**src/rtl/count_run_ctrl_if.sv**
```systemverilog
// count_run_ctrl_if
//   Command channel for the counter run sequencer. A command names the first
//   counter value of a run, the terminal value, and how many extra repeats
//   to perform. Transfer happens on a cycle where cmd_valid and cmd_ready
//   are both high.
// Signals
//   cmd_valid  master -> slave   command offered
//   cmd_ready  slave  -> master  sequencer can take a command this cycle
//   cmd_start  master -> slave   first counter value of each run (CW bits)
//   cmd_end    master -> slave   terminal counter value of each run (CW bits)
//   cmd_reps   master -> slave   extra repeats, 0 means a single run (REPW bits)
interface count_run_ctrl_if #(
  parameter int CW   = 8,
  parameter int REPW = 4
);
  logic            cmd_valid;
  logic            cmd_ready;
  logic [CW-1:0]   cmd_start;
  logic [CW-1:0]   cmd_end;
  logic [REPW-1:0] cmd_reps;

  // The command source drives the payload and valid, and sees ready.
  modport master (
    output cmd_valid,
    output cmd_start,
    output cmd_end,
    output cmd_reps,
    input  cmd_ready
  );

  // The sequencer sees the payload and valid, and drives ready.
  modport slave (
    input  cmd_valid,
    input  cmd_start,
    input  cmd_end,
    input  cmd_reps,
    output cmd_ready
  );
endinterface

```
**src/rtl/count_run_ctrl.sv**
```systemverilog
// count_run_ctrl
//   Sequencer for an external up-counter. Takes a run command (start, end,
//   repeats) and drives the counter's load/enable so it steps start..end
//   (wrapping through the counter's natural overflow when end < start),
//   repeated reps+1 times. run_done pulses for one cycle after the last run.
//   The counter itself lives outside this block; its registered value comes
//   back in on count_in.
// Ports
//   clk           clock, rising edge
//   rst_n         asynchronous active-low reset
//   cmd           command channel (count_run_ctrl_if.slave)
//   pause         holds the counter while high, only honoured while running
//   ctr_load      counter load strobe (the counter gives load priority)
//   ctr_load_val  value for the counter to load
//   ctr_en        counter increment enable
//   count_in      counter's registered output
//   busy          high whenever a command is being processed
//   rep_idx       0-based index of the current run
//   run_done      one-cycle pulse after the last run ends
//   abort         (RUN_CTRL_ABORT_EN only) cancel the command in progress
//   aborted       (RUN_CTRL_ABORT_EN only) one-cycle pulse on return to idle
// Configuration
//   RUN_CTRL_ABORT_EN  when defined, adds the abort input and aborted output.
module count_run_ctrl #(
  parameter int CW   = 8,
  parameter int REPW = 4
) (
  input  logic            clk,
  input  logic            rst_n,
  count_run_ctrl_if.slave cmd,
  input  logic            pause,
`ifdef RUN_CTRL_ABORT_EN
  input  logic            abort,
  output logic            aborted,
`endif
  output logic            ctr_load,
  output logic [CW-1:0]   ctr_load_val,
  output logic            ctr_en,
  input  logic [CW-1:0]   count_in,
  output logic            busy,
  output logic [REPW-1:0] rep_idx,
  output logic            run_done
);

  typedef enum logic [1:0] {
    IDLE,
    LOAD,
    RUN,
    DONE
  } state_t;

  state_t          state;
  logic [CW-1:0]   start_q;
  logic [CW-1:0]   end_q;
  logic [REPW-1:0] reps_q;

  logic at_end;
  logic last_rep;
  logic abort_hit;

  // The terminal check looks at the counter's registered value, so it still
  // fires while pause is high: a paused counter sitting on end_q is done.
  assign at_end   = (count_in == end_q);
  assign last_rep = (rep_idx == reps_q);

  // An abort only matters once a command has been taken; in idle there is
  // nothing to cancel. Without the abort option this is tied off so the
  // state machine below reads the same in both builds.
`ifdef RUN_CTRL_ABORT_EN
  assign abort_hit = abort && (state != IDLE);
`else
  assign abort_hit = 1'b0;
`endif

  // The load value is simply the latched start; it only matters while
  // ctr_load is high, and holding it avoids an extra register.
  assign ctr_load_val = start_q;

  // The enable has to react to pause and count_in in the same cycle,
  // otherwise the counter would overshoot end by one, so it is the only
  // output not taken straight from a register. Abort also kills it at once.
  assign ctr_en = (state == RUN) && !pause && !at_end && !abort_hit;

  // Main sequencer. Outputs other than ctr_en are registered here alongside
  // the state so each one changes on the same edge as the state it belongs
  // to: ready/busy track idle, ctr_load marks the one-cycle load state and
  // run_done marks the one-cycle done state. Each repeat goes back through
  // LOAD, which is why run k+1 starts two cycles after run k reaches end.
  always_ff @(posedge clk or negedge rst_n) begin
    if (!rst_n) begin
      state         <= IDLE;
      start_q       <= '0;
      end_q         <= '0;
      reps_q        <= '0;
      rep_idx       <= '0;
      cmd.cmd_ready <= 1'b1;
      ctr_load      <= 1'b0;
      busy          <= 1'b0;
      run_done      <= 1'b0;
`ifdef RUN_CTRL_ABORT_EN
      aborted       <= 1'b0;
`endif
    end else begin
      ctr_load <= 1'b0;
      run_done <= 1'b0;
`ifdef RUN_CTRL_ABORT_EN
      aborted  <= 1'b0;
`endif
      if (abort_hit) begin
        state         <= IDLE;
        cmd.cmd_ready <= 1'b1;
        busy          <= 1'b0;
`ifdef RUN_CTRL_ABORT_EN
        aborted       <= 1'b1;
`endif
      end else begin
        case (state)
          IDLE: begin
            if (cmd.cmd_valid && cmd.cmd_ready) begin
              start_q       <= cmd.cmd_start;
              end_q         <= cmd.cmd_end;
              reps_q        <= cmd.cmd_reps;
              rep_idx       <= '0;
              state         <= LOAD;
              ctr_load      <= 1'b1;
              cmd.cmd_ready <= 1'b0;
              busy          <= 1'b1;
            end
          end
          LOAD: begin
            state <= RUN;
          end
          RUN: begin
            if (at_end) begin
              if (last_rep) begin
                state    <= DONE;
                run_done <= 1'b1;
              end else begin
                rep_idx  <= rep_idx + 1'b1;
                state    <= LOAD;
                ctr_load <= 1'b1;
              end
            end
          end
          DONE: begin
            state         <= IDLE;
            cmd.cmd_ready <= 1'b1;
            busy          <= 1'b0;
          end
          default: begin
            state         <= IDLE;
            cmd.cmd_ready <= 1'b1;
            busy          <= 1'b0;
          end
        endcase
      end
    end
  end

endmodule

```
**src/flat_wrapper.sv**
```systemverilog
// flat-port wrapper written by rule: the top's interface ports become plain ports
module count_run_ctrl_flat 
#(
  parameter int CW   = 8,
  parameter int REPW = 4
)
  (clk, rst_n, pause, ctr_load, ctr_load_val, ctr_en, count_in, busy, rep_idx, run_done, cmd_cmd_valid, cmd_cmd_start, cmd_cmd_end, cmd_cmd_reps, cmd_cmd_ready);
  count_run_ctrl_if #(.CW(CW), .REPW(REPW)) cmd_i ();
  input  logic clk;
  input  logic rst_n;
  input  logic pause;
  output logic ctr_load;
  output logic [CW-1:0] ctr_load_val;
  output logic ctr_en;
  input  logic [CW-1:0] count_in;
  output logic busy;
  output logic [REPW-1:0] rep_idx;
  output logic run_done;
  input wire logic [$bits(cmd_i.cmd_valid)-1:0] cmd_cmd_valid;
  input wire logic [$bits(cmd_i.cmd_start)-1:0] cmd_cmd_start;
  input wire logic [$bits(cmd_i.cmd_end)-1:0] cmd_cmd_end;
  input wire logic [$bits(cmd_i.cmd_reps)-1:0] cmd_cmd_reps;
  output wire logic [$bits(cmd_i.cmd_ready)-1:0] cmd_cmd_ready;
  assign cmd_i.cmd_valid = cmd_cmd_valid;
  assign cmd_i.cmd_start = cmd_cmd_start;
  assign cmd_i.cmd_end = cmd_cmd_end;
  assign cmd_i.cmd_reps = cmd_cmd_reps;
  assign cmd_cmd_ready = cmd_i.cmd_ready;
  count_run_ctrl #(.CW(CW), .REPW(REPW)) u_core (.clk(clk), .rst_n(rst_n), .cmd(cmd_i), .pause(pause), .ctr_load(ctr_load), .ctr_load_val(ctr_load_val), .ctr_en(ctr_en), .count_in(count_in), .busy(busy), .rep_idx(rep_idx), .run_done(run_done));
endmodule
```
**config.mk**
```make
export PLATFORM = sky130hd
export DESIGN_NAME = count_run_ctrl_flat
export DESIGN_NICKNAME = d
export VERILOG_FILES = /design/src/rtl/count_run_ctrl_if.sv /design/src/rtl/count_run_ctrl.sv /design/src/flat_wrapper.sv
export SDC_FILE = /design/constraint.sdc
export NUM_CORES = 1
export LEC_CHECK = 0
export CORE_UTILIZATION = 47
export CTS_CLUSTER_DIAMETER = 150
export CTS_CLUSTER_SIZE = 16
export DETAILED_ROUTE_END_ITERATION = 16
export GPL_TIMING_DRIVEN = 0
export PLACE_DENSITY = 0.83
export SETUP_SLACK_MARGIN = 0.5
export SYNTH_ARGS = -nofsm -noshare
export SYNTH_HDL_FRONTEND = slang
export SYNTH_SLANG_ARGS = --single-unit
```
**constraint.sdc**
```tcl
create_clock -name clk -period 3.77 [get_ports clk]
set_input_delay 0.9425 -clock clk [delete_from_list [all_inputs] [get_ports clk]]
set_output_delay 0.9425 -clock clk [all_outputs]
set_load 0.03 [all_outputs]
```
==> summary.md, run 1 <==
| Metric | Value |
|---|---|
| R2r worst-path depth | 6 |
| Pwr dens | ~290 nW/um2 |
| FF-to-FF Start | u_core.end_q[1] |
| Final ANT Viol Nets | 0 |
| Worst EP required | roughly 2800 ps |
| Slowest cell delay on critical path | about 460 ps |
| Final min period | between 3000 and 4000 ps |
| Clk Latency, worst-skew pair | around 340 ps |
| Slowest CP cell | clkdlybuf4s50_1 |
| Setup crit start kind | input port |
| GP Congestion | 0.788 |
| Die Footprint | 3170 um2 |
| Drt wl/cell | between 10 and 15 um |
| Slew Viols, Final | 0 |
| Setup CP Type | input port to output pin |
| Lkg Pwr | 0.977 nW |
| Hold EP | u_core.busy |
| Clock sink count | 30 |
| Post-place setup slack | around 48 ps |
| Largest family of logic cells by synthesized area | simple AND/OR/NAND/NOR gates |
| Top cells by count, synth | nand2_1 (66), dfrtp_1 (29), xor2_1 (8) |
| HPWL after detailed placement | ~2300 um |
| Synth Area in XOR/XNOR | 7.59% |
| Drt total wl | 3140 um |
| Post-synthesis mux area share | less than 1% |
| Final Skew | 11.1 ps |
| RSZ-0062 raised after global routing | no |
| #FFs+latches synth | 30 |
| Die width | around 56 um |
| Die Y | ~56 um |
| Synth top area share | between 50 and 60% |
| # DRC | 0 |
| Inst Count DP | 224 |
| Max Buffers Root-to-Sink | 2 |
| Initial Utilization | about half |
| Largest net degree at the start of global routing | 31 |
| Hold path start | u_core.busy |
| Vias | 1205 |
| Hold path cells | 2 |
| CTS tree | yes |
| Post-synthesis cell area | 1390 um2 |
| R2R setup slack | between 2000 and 2500 ps |
| Vias in the first global route | ~1300 |
| Max-Cap Viols | 0 |
| Fin Hold WS | 476 ps |
| Count leader, synth | nand2_1 |
| Area growth syn-to-layout | 44.0% |
| Ys flop type | dfrtp_1 |
| Initial antenna violation count | 0 |
| Final period util | roughly 84% |
| Fin cells | ~230 |
| R2r endpoint | u_core.rep_idx[3] |
| DR iter-0 viols | 20 |
| Hold Fails Final Rpt | 0 |
| # nets final | approximately 240 |
| Seq/Total Area, Yosys | a little over half |
| First-pass GRT wire length | ~5500 um |
| Clk slew on worst S/H paths | around 80 ps |
| Post-synth cell types | 27 |
| Hold/Removal Path Class | flop to flop |
| Max Fclk | ~310 MHz |
| Worst-path cell chain | clkdlybuf4s50_1, xor2_2, nor4_4, a211oi_1, buf_4 |
| Simple-Gate Fraction of Synth Area | 27.6% |
| Critical Path End Type | output pin |
| Share of cells above drive strength 1 | a little under an eighth |
| Root Buffer | clkbuf_4 |
| Status | finished clean |
| I/O pin total | 49 |
| Mapped Cells | 145 |
| WP depth | 5 |
| Slew Limit Headroom | roughly 57% |
| Synth Area in Compound Gates | under 10% |
| Post-Synth Adder-Cell Area | less than 1% |
| Post-synthesis async set-or-reset flop share | 100% |
| Worst EP arrival | 2240 ps |
| Bufs and invs on worst path | 2 |
| Grt total ovfl | 0 |
| Count of flip-flops with a built-in enable after synthesis | 0 |
| Drt first pass iters | 5 |
| Final worst slack | roughly 590 ps |
| CTS Buf Count | 5 |
| I/O Buffers | 48 |
| Ranking of synthesized cells by area | dfrtp_1 (52%), nand2_1 (18%), xor2_1 (5.1%), nor4_4 (3.1%), xnor2_1 (2.5%) |
| Setup TNS Final | 0 ps |
| Crit-path leading delay family | buffers and inverters |
| CTS H-tree lvls | 2 |
| Vias/cell | between 5 and 6 |
| Antenna cells | 0 |
| Finished Core Util | 71.7% |
| Post-synth top area cell | dfrtp_1 |
| CP max FO | 2 |
| Setup-failing EPs final | 0 |
| Site row count | 19 |
| Global-route usage over all layers | a little under a quarter |
| Syn Nets | about 180 |
| Core area | around 2800 um2 |
| Ys Warns | 0 |
| VDD IR max | about 280 uV |
| Post-synthesis average cell area | 9.55 um2 |
| Slew @ Worst Pin | ~640 ps |
## repair_timing
item,4_1_cts,5_1_grt
pin swaps,2,0
resized for setup,6,4
endpoints found under the setup margin,1,1
buffers inserted,2,0
hold buffers,0,0
## final cells by class
type / count / area (um2)
Clock inverter: 1 / 5.00
Sequential cell: 30 / 752
Buffer: 5 / 36.3
Timing Repair Buffer: 50 / 488
Inverter: 3 / 11.3
Tap cell: 31 / 38.8
Clock buffer: 7 / 55.1
Multi-Input combinational cell: 107 / 608
Fill cell: 217 / 787
## worst max-delay path by stage
stage / startpoint / slack [ps] / endpoint
floorplan: count_in[6] / 770 / ctr_en
global placement: count_in[6] / 110 / ctr_en
detailed placement: count_in[7] / 50 / ctr_en
CTS: count_in[1] / 540 / ctr_en
global route: count_in[6] / 500 / ctr_en
finish: count_in[1] / 590 / ctr_en
## power by group
group / total (mW) / switching (mW) / internal, mW
clock: 0.200 / 0.110 / 0.0902
sequential: 0.322 / 0.000118 / 0.322
combinational: 0.0493 / 0.0176 / 0.0317
total: 0.571 / 0.128 / 0.444
## logic make-up after synthesis
group / after synthesis
simple gates: 82
mux: 1
fa+ha+maj: 1
flops: 30
compound gates: 11
buf+inv: 8
xor+xnor: 12
## layer usage
metal  vias up  GRT usage, %  share of wire (%)
met1       575          27.3                 42
met4         0          13.6                1.6
met3         5          5.99                6.6
met5         -             0                  0
li1        582             -                  -
met2        43          38.4                 50
## through the flow
| step | cell area [um2] | power, mW |
|---|---|---|
| global route | 1990 | 0.596 |
| floorplan | 1390 | 0.336 |
| finish | 1990 | 0.571 |
| detailed placement | 1900 | 0.376 |
| CTS | 1970 | 0.578 |
| global placement | 1900 | 0.375 |
## flip-flops by register name (all words and copies together), names as in the netlist, 2 cells and up
register / cells
u_core.ctr_load_val: 8
u_core.rep_idx: 4
u_core.reps_q: 4
u_core.end_q: 8
u_core.state: 2
## placed cells by master, fill, tap and decap left out, types with 2 or more instances in the layout
cell and n:
a21oi_1 3, clkbuf_4 5, o21ai_1 2, xor2_1 5, a31oi_1 2, xnor2_1 4
dfrtp_1 29, nor4_4 2, nor2_1 4, buf_2 3, nand3_1 2, buf_4 3
o22ai_1 2, buf_6 2, nand2_1 66, xor2_2 3, clkbuf_1 2, nand4_1 2
clkdlybuf4s50_1 46, inv_1 3
## worst reg2reg max path, stage by stage, from the launching register on
cell and delay (ps):
dfrtp_1 420, xor2_2 200, nor4_4 330, buf_4 190, nand3_4 100, a21oi_1 170, o22ai_1 100
Note: power is estimated with default switching activity, not from simulation.
==> run 2, diff against run 1 <==
--- a/config.mk
+++ b/config.mk
@@ -5,12 +5,12 @@
 export SDC_FILE = /design/constraint.sdc
 export NUM_CORES = 1
 export LEC_CHECK = 0
-export CORE_UTILIZATION = 47
+export CORE_UTILIZATION = 40
 export CTS_CLUSTER_DIAMETER = 150
 export CTS_CLUSTER_SIZE = 16
 export DETAILED_ROUTE_END_ITERATION = 16
 export GPL_TIMING_DRIVEN = 0
-export PLACE_DENSITY = 0.83
+export PLACE_DENSITY = 0.75
 export SETUP_SLACK_MARGIN = 0.5
 export SYNTH_ARGS = -nofsm -noshare
 export SYNTH_HDL_FRONTEND = slang
==> constraint.sdc (replaced) <==
create_clock -name clk -period 2.8 [get_ports clk]
set_input_delay 0.7 -clock clk [delete_from_list [all_inputs] [get_ports clk]]
set_output_delay 0.7 -clock clk [all_outputs]
set_load 0.03 [all_outputs]
==> run 2 against run 1 <==
Via count decreased by 1.5%; register-to-register slack got worse by 1200 ps; clock skew increased by 1.4 ps; worst setup slack got worse by 110 ps; combinational power increased by 34%; clock power increased by 80%; global-route usage decreased by 3.9 points; sequential cell count unchanged; critical path type unchanged; first-iteration DRC count increased by 85%; utilization decreased by 9.6 points; highest routed layer unchanged; non-clock buffer count increased by 3.
==> summary.md, run 2 (synthesis results as in run 1) <==
| Metric | Value |
|---|---|
| Max Fclk | 431 MHz |
| Setup crit start kind | input port |
| Final worst slack | between 400 and 500 ps |
| Share of cells above drive strength 1 | around 20% |
| Lkg Pwr | just over 1 nW |
| CP max FO | 2 |
| Drt first pass iters | 5 |
| Hold Fails Final Rpt | 0 |
| Pwr dens | just over 400 nW/um2 |
| Clock sink count | 30 |
| Drt wl/cell | roughly 12 um |
| Worst EP arrival | 1620 ps |
| Max Buffers Root-to-Sink | 2 |
| HPWL after detailed placement | roughly 2200 um |
| Grt total ovfl | 0 |
| Commonest non-fill, non-tap cell in the layout | nand2_1 |
| Slew Limit Headroom | roughly 57% |
| First-pass GRT wire length | 5050 um |
| Post-place setup slack | -382 ps |
| Die Footprint | around 3700 um2 |
| Worst EP required | between 2000 and 2500 ps |
| Hold Buf Count CTS | 0 |
| CTS tree | yes |
| Slew Viols, Final | 0 |
| Setup CP Type | input port to output pin |
| Global-route usage over all layers | 19.3% |
| Final ANT Viol Nets | 0 |
| Setup-failing EPs final | 0 |
| Commonest cells after routing, fill and taps aside | nand2_1 (66), clkdlybuf4s50_1 (37), dfrtp_1 (29), xor2_2 (8), buf_2 (7) |
| # DRC | 0 |
| Vias/cell | between 4 and 5 |
| CTS Buf Count | 5 |
| Initial Utilization | approximately 42% |
| FILL cells | a little under 300 |
| Vias | 1187 |
| Root Buffer | clkbuf_4 |
| Die width | 60.8 um |
| Placed Area | 1930 um2 |
| Slew @ Worst Pin | 650 ps |
| Vias in the first global route | roughly 1200 |
| Largest net degree at the start of global routing | 31 |
| VDD IR max | ~410 uV |
| Core area | about 3300 um2 |
| Cell area after layout | between 2000 and 2500 um2 |
| Area growth syn-to-layout | 49.6% |
| I/O pin total | a little under 50 |
| Hold/Removal Path Class | input port to async pin |
| I/O Buffers | 48 |
| DR iter-0 viols | 37 |
| Site row count | 21 |
| Setup TNS Final | 0 ps |
| GP Congestion | between 0.7 and 0.8 |
| Critical Path End Type | output pin |
| # nets final | between 200 and 250 |
| Clk slew on worst S/H paths | about 90 ps |
| Antenna cells | 0 |
| CTS H-tree lvls | 2 |
| Status | finished clean |
| Initial antenna violation count | 0 |
| Final period util | between 80 and 90% |
| Final Skew | 12.5 ps |
| Final min period | around 2300 ps |
| Max-Cap Viols | 0 |
| RSZ-0062 raised after global routing | yes |
| Drt total wl | 3090 um |
| Clk Latency, worst-skew pair | 330 ps |
| Die Y | about 61 um |
[run 2: cell types whose count changed in the layout (fill, tap and decap cells not counted), sizes merged]
cell and delta:
dlymetal6s2s +1, buf +8, clkinv -1, bufinv +1
clkbuf +3, clkdlybuf4s50 -9
[run 2: report_power, final]
group          switching (mW)  internal, mW  leakage (nW)
Sequential           0.000139         0.433         0.400
Clock                   0.147         0.213        0.0455
Combinational          0.0254        0.0406         0.580
[run 2: cell type report]
cell class | count | area, um2 | share of cell area, %
plain buffers | 5 | 36.3 | 1.75
repair buffers | 53 | 479 | 23.1
flip-flops and latches | 30 | 752 | 36.3
multi-input cells | 107 | 651 | 31.4
inverters | 3 | 11.3 | 0.543
well taps | 46 | 57.6 | 2.78
clock buffers | 7 | 55.1 | 2.66
clock inverters | 1 | 30.0 | 1.45
[run 2: through the flow]
| stage | cells | utilization (%) | power [mW] | hold WS (ps) |
|---|---|---|---|---|
| after detailed placement | 239 | 57.8 | 0.507 | 462 |
| after global routing | 252 | 62.1 | 0.894 | 417 |
| after floorplan | 145 | - | 0.452 | 404 |
| after global placement | 239 | 57.8 | 0.506 | 457 |
| final | 252 | 62.1 | 0.860 | 387 |
| after CTS | 250 | 62.2 | 0.871 | 485 |
[run 2: critical path, cell delays in order]
cell and delay, ps:
buf_2 120, xor2_2 150, nor4_4 350, a211oi_2 120
buf_4 180
[run 2: final timing paths]
kind | start | slack (ps) | cells after the start | end
min in group clk | u_core.busy | 480 | 2 | u_core.busy
worst min register to register | u_core.busy | 480 | 2 | u_core.busy
max in group asynchronous | rst_n | 1980 | 1 | u_core.end_q[1]
worst min-delay path | rst_n | 390 | 1 | u_core.busy
worst max-delay path | count_in[1] | 480 | 5 | ctr_en
worst max register to register | u_core.end_q[1] | 980 | 8 | u_core.rep_idx[2]
[run 2: timing repair]
action,4_1_cts,5_1_grt
setup endpoints to repair,1,2
gates resized for setup,41,4
pin swaps,8,3
setup buffers,3,2
[run 2: metal layers]
metal | wire length (um) | vias to the layer above | global-route usage [%]
met1 | 1350 | 560 | 24.9
met3 | 193 | 8 | 5.97
met5 | 0 | - | 0
li1 | - | 578 | -
met2 | 1480 | 41 | 29.5
met4 | 55 | 0 | 9.74
==> run 3, diff against run 2 <==
--- a/config.mk
+++ b/config.mk
@@ -5,12 +5,12 @@
 export SDC_FILE = /design/constraint.sdc
 export NUM_CORES = 1
 export LEC_CHECK = 0
-export CORE_UTILIZATION = 40
+export CORE_UTILIZATION = 44
 export CTS_CLUSTER_DIAMETER = 150
 export CTS_CLUSTER_SIZE = 16
 export DETAILED_ROUTE_END_ITERATION = 16
 export GPL_TIMING_DRIVEN = 0
-export PLACE_DENSITY = 0.75
+export PLACE_DENSITY = 0.79
 export SETUP_SLACK_MARGIN = 0.5
 export SYNTH_ARGS = -nofsm -noshare
 export SYNTH_HDL_FRONTEND = slang
==> constraint.sdc (replaced) <==
create_clock -name clk -period 2.2 [get_ports clk]
set_input_delay 0.55 -clock clk [delete_from_list [all_inputs] [get_ports clk]]
set_output_delay 0.55 -clock clk [all_outputs]
set_load 0.03 [all_outputs]
==> run 3 against run 2 <==
Clock power decreased by 3%; register-to-register slack got worse by 440 ps; largest power group unchanged; die area decreased by 8.8%; sequential cell count unchanged; non-clock buffer count increased by 2; clock skew decreased by 7.0 ps.
==> summary.md, run 3 (synthesis results as in run 1) <==
| Metric | Value |
|---|---|
| Final period util | around 99% |
| Commonest non-fill, non-tap cell in the layout | nand2_1 |
| # nets final | 241 |
| Clk slew on worst S/H paths | 100 ps |
| Slew Limit Headroom | 55.6% |
| Critical Path End Type | output pin |
| Vias | about 1200 |
| HPWL after detailed placement | around 2200 um |
| # DRC | 0 |
| Setup-failing EPs final | 0 |
| Drt total wl | around 3400 um |
| Global-route usage over all layers | between 20% and 30% |
| DR iter-0 viols | between 40 and 50 |
| Max Fclk | 461 MHz |
| Switching Share | between 20% and 30% |
| Status | finished clean |
| Int Power | approximately 760 uW |
| Max-Cap Viols | 0 |
| FILL cells | ~220 |
| Routing usage on met1 | 25.1% |
| VDD IR max | 329 uV |
| CP max FO | 2 |
| Die width | ~58 um |
| CTS H-tree lvls | 2 |
| GR peak layer | met2 |
| Pwr dens | ~460 nW/um2 |
| Clk Latency, worst-skew pair | roughly 340 ps |
| Setup crit start kind | input port |
| Setup TNS Final | 0 ps |
| Worst EP required | around 1700 ps |
| CTS tree | yes |
| Slew Viols, Final | 0 |
| Antenna cells | 0 |
| Share of cells above drive strength 1 | roughly a quarter |
| CTS Buf Count | 5 |
| Final ANT Viol Nets | 0 |
| Lkg Pwr | about 1.0 nW |
| Site row count | 19 |
| Hold Fails Final Rpt | 0 |
| Initial Utilization | 48.2% |
| Clock sink count | 30 |
| Largest net degree at the start of global routing | 31 |
| Hold/Removal Path Class | input port to async pin |
| Slew @ Worst Pin | ~670 ps |
| Drt first pass iters | 4 |
| Grt total ovfl | 0 |
| Vias in the first global route | approximately 1200 |
| Max Buffers Root-to-Sink | 2 |
| NetSw | approximately 230 uW |
| GR Util met3 | around a tenth |
| GP Congestion | just under 0.8 |
| Worst EP arrival | between 1500 and 2000 ps |
| Die Footprint | roughly 3400 um2 |
| Fin Hold WS | approximately 230 ps |
| Area growth syn-to-layout | 54.7% |
| Final min period | roughly 2200 ps |
| Finished Core Util | approximately three quarters |
| GRT met2 Usage | a little over a third |
| Final Skew | roughly 5.5 ps |
| Core area | between 2000 and 3000 um2 |
| Combinational fraction of design power | 8.7% |
| Initial antenna violation count | 0 |
| Clk pwr share | about 35% |
| First-pass GRT wire length | roughly 5300 um |
| Hold Buf Count CTS | 0 |
| Setup CP Type | input port to output pin |
| Commonest cells after routing, fill and taps aside | nand2_1 (66), dfrtp_1 (26), clkdlybuf4s50_1 (22), clkdlybuf4s15_1 (10), dlygate4sd2_1 (9) |
| RSZ-0062 raised after global routing | yes |
| Flop pwr share | 55.9% |
| Vias/cell | between 4 and 5 |
| I/O pin total | 49 |
| Drt wl/cell | approximately 14 um |
| I/O Buffers | 48 |
| Root Buffer | clkbuf_4 |
| Die Y | 58.1 um |
-- run 3: changes by cell type in the layout (fill, tap and decap cells not counted), moves of 2 or more --
cell	previous run	this run
clkdlybuf4s15_2	0	3
dlygate4sd2_1	0	9
a21oi_2	0	2
a21oi_1	3	1
clkdlybuf4s15_1	0	10
clkdlybuf4s50_1	37	22
buf_6	3	5
buf_2	7	2
dfrtp_2	0	3
dfrtp_1	29	26
-- run 3: final cells by class --
cell class / instances / area, um2 / share of cell area [%]
Sequential cell: 30 / 756 / 35.3
Multi-Input combinational cell: 108 / 701 / 32.7
Timing Repair Buffer: 55 / 518 / 24.2
Clock buffer: 7 / 55.1 / 2.57
Tap cell: 42 / 52.6 / 2.45
Buffer: 5 / 43.8 / 2.04
Inverter: 3 / 11.3 / 0.526
Clock inverter: 1 / 5.00 / 0.234
-- run 3: worst paths after layout --
| kind | depth (start not counted) | start | to | slack (ps) |
|---|---|---|---|---|
| min reg2reg | 2 | u_core.ctr_load_val[0] | u_core.ctr_load_val[0] | 480 |
| min | 1 | rst_n | u_core.run_done | 230 |
| max | 5 | count_in[4] | ctr_en | 30 |
| max reg2reg | 6 | u_core.end_q[7] | u_core.rep_idx[3] | 540 |
| min in group clk | 2 | u_core.ctr_load_val[0] | u_core.ctr_load_val[0] | 480 |
| max in group asynchronous | 1 | rst_n | u_core.rep_idx[1] | 1500 |
-- run 3: per-stage QoR --
step	power [mW]	instances	setup slack (ps)	cell area, um2
floorplan	0.577	145	352	1420
global placement	0.646	235	-789	1960
detailed placement	0.647	235	-799	1960
CTS	0.998	246	57.4	2070
global route	1.03	251	-4.70	2140
finish	0.986	251	29.4	2140
-- run 3: worst max-delay path, stage by stage --
cell and delay, ps:
dlygate4sd2_1 260, xor2_2 190, nor4_4 360, a211oi_4 110
buf_6 150
-- run 3: layer usage --
metal | share of wire [%] | vias to the layer above
met5 | 0 | -
met4 | 1.6 | 0
met3 | 8.9 | 7
met2 | 49 | 57
met1 | 41 | 566
li1 | - | 585
-- run 3: power groups by stage --
stage	clock [mW]	sequential (mW)	combinational (mW)
6_report	0.349	0.551	0.0856
5_1_grt	0.384	0.552	0.0927
4_1_cts	0.360	0.551	0.0859
3_5_place_dp	0	0.562	0.0851
3_3_place_gp	0	0.562	0.0838
2_1_floorplan	0	0.562	0.0148
-- run 3: what timing repair did --
item                       in CTS  in global routing
resized for setup              55                 18
pin swaps                       7                  5
buffers inserted                3                  4
setup endpoints to repair      60                 29
gates cloned                    0                  1
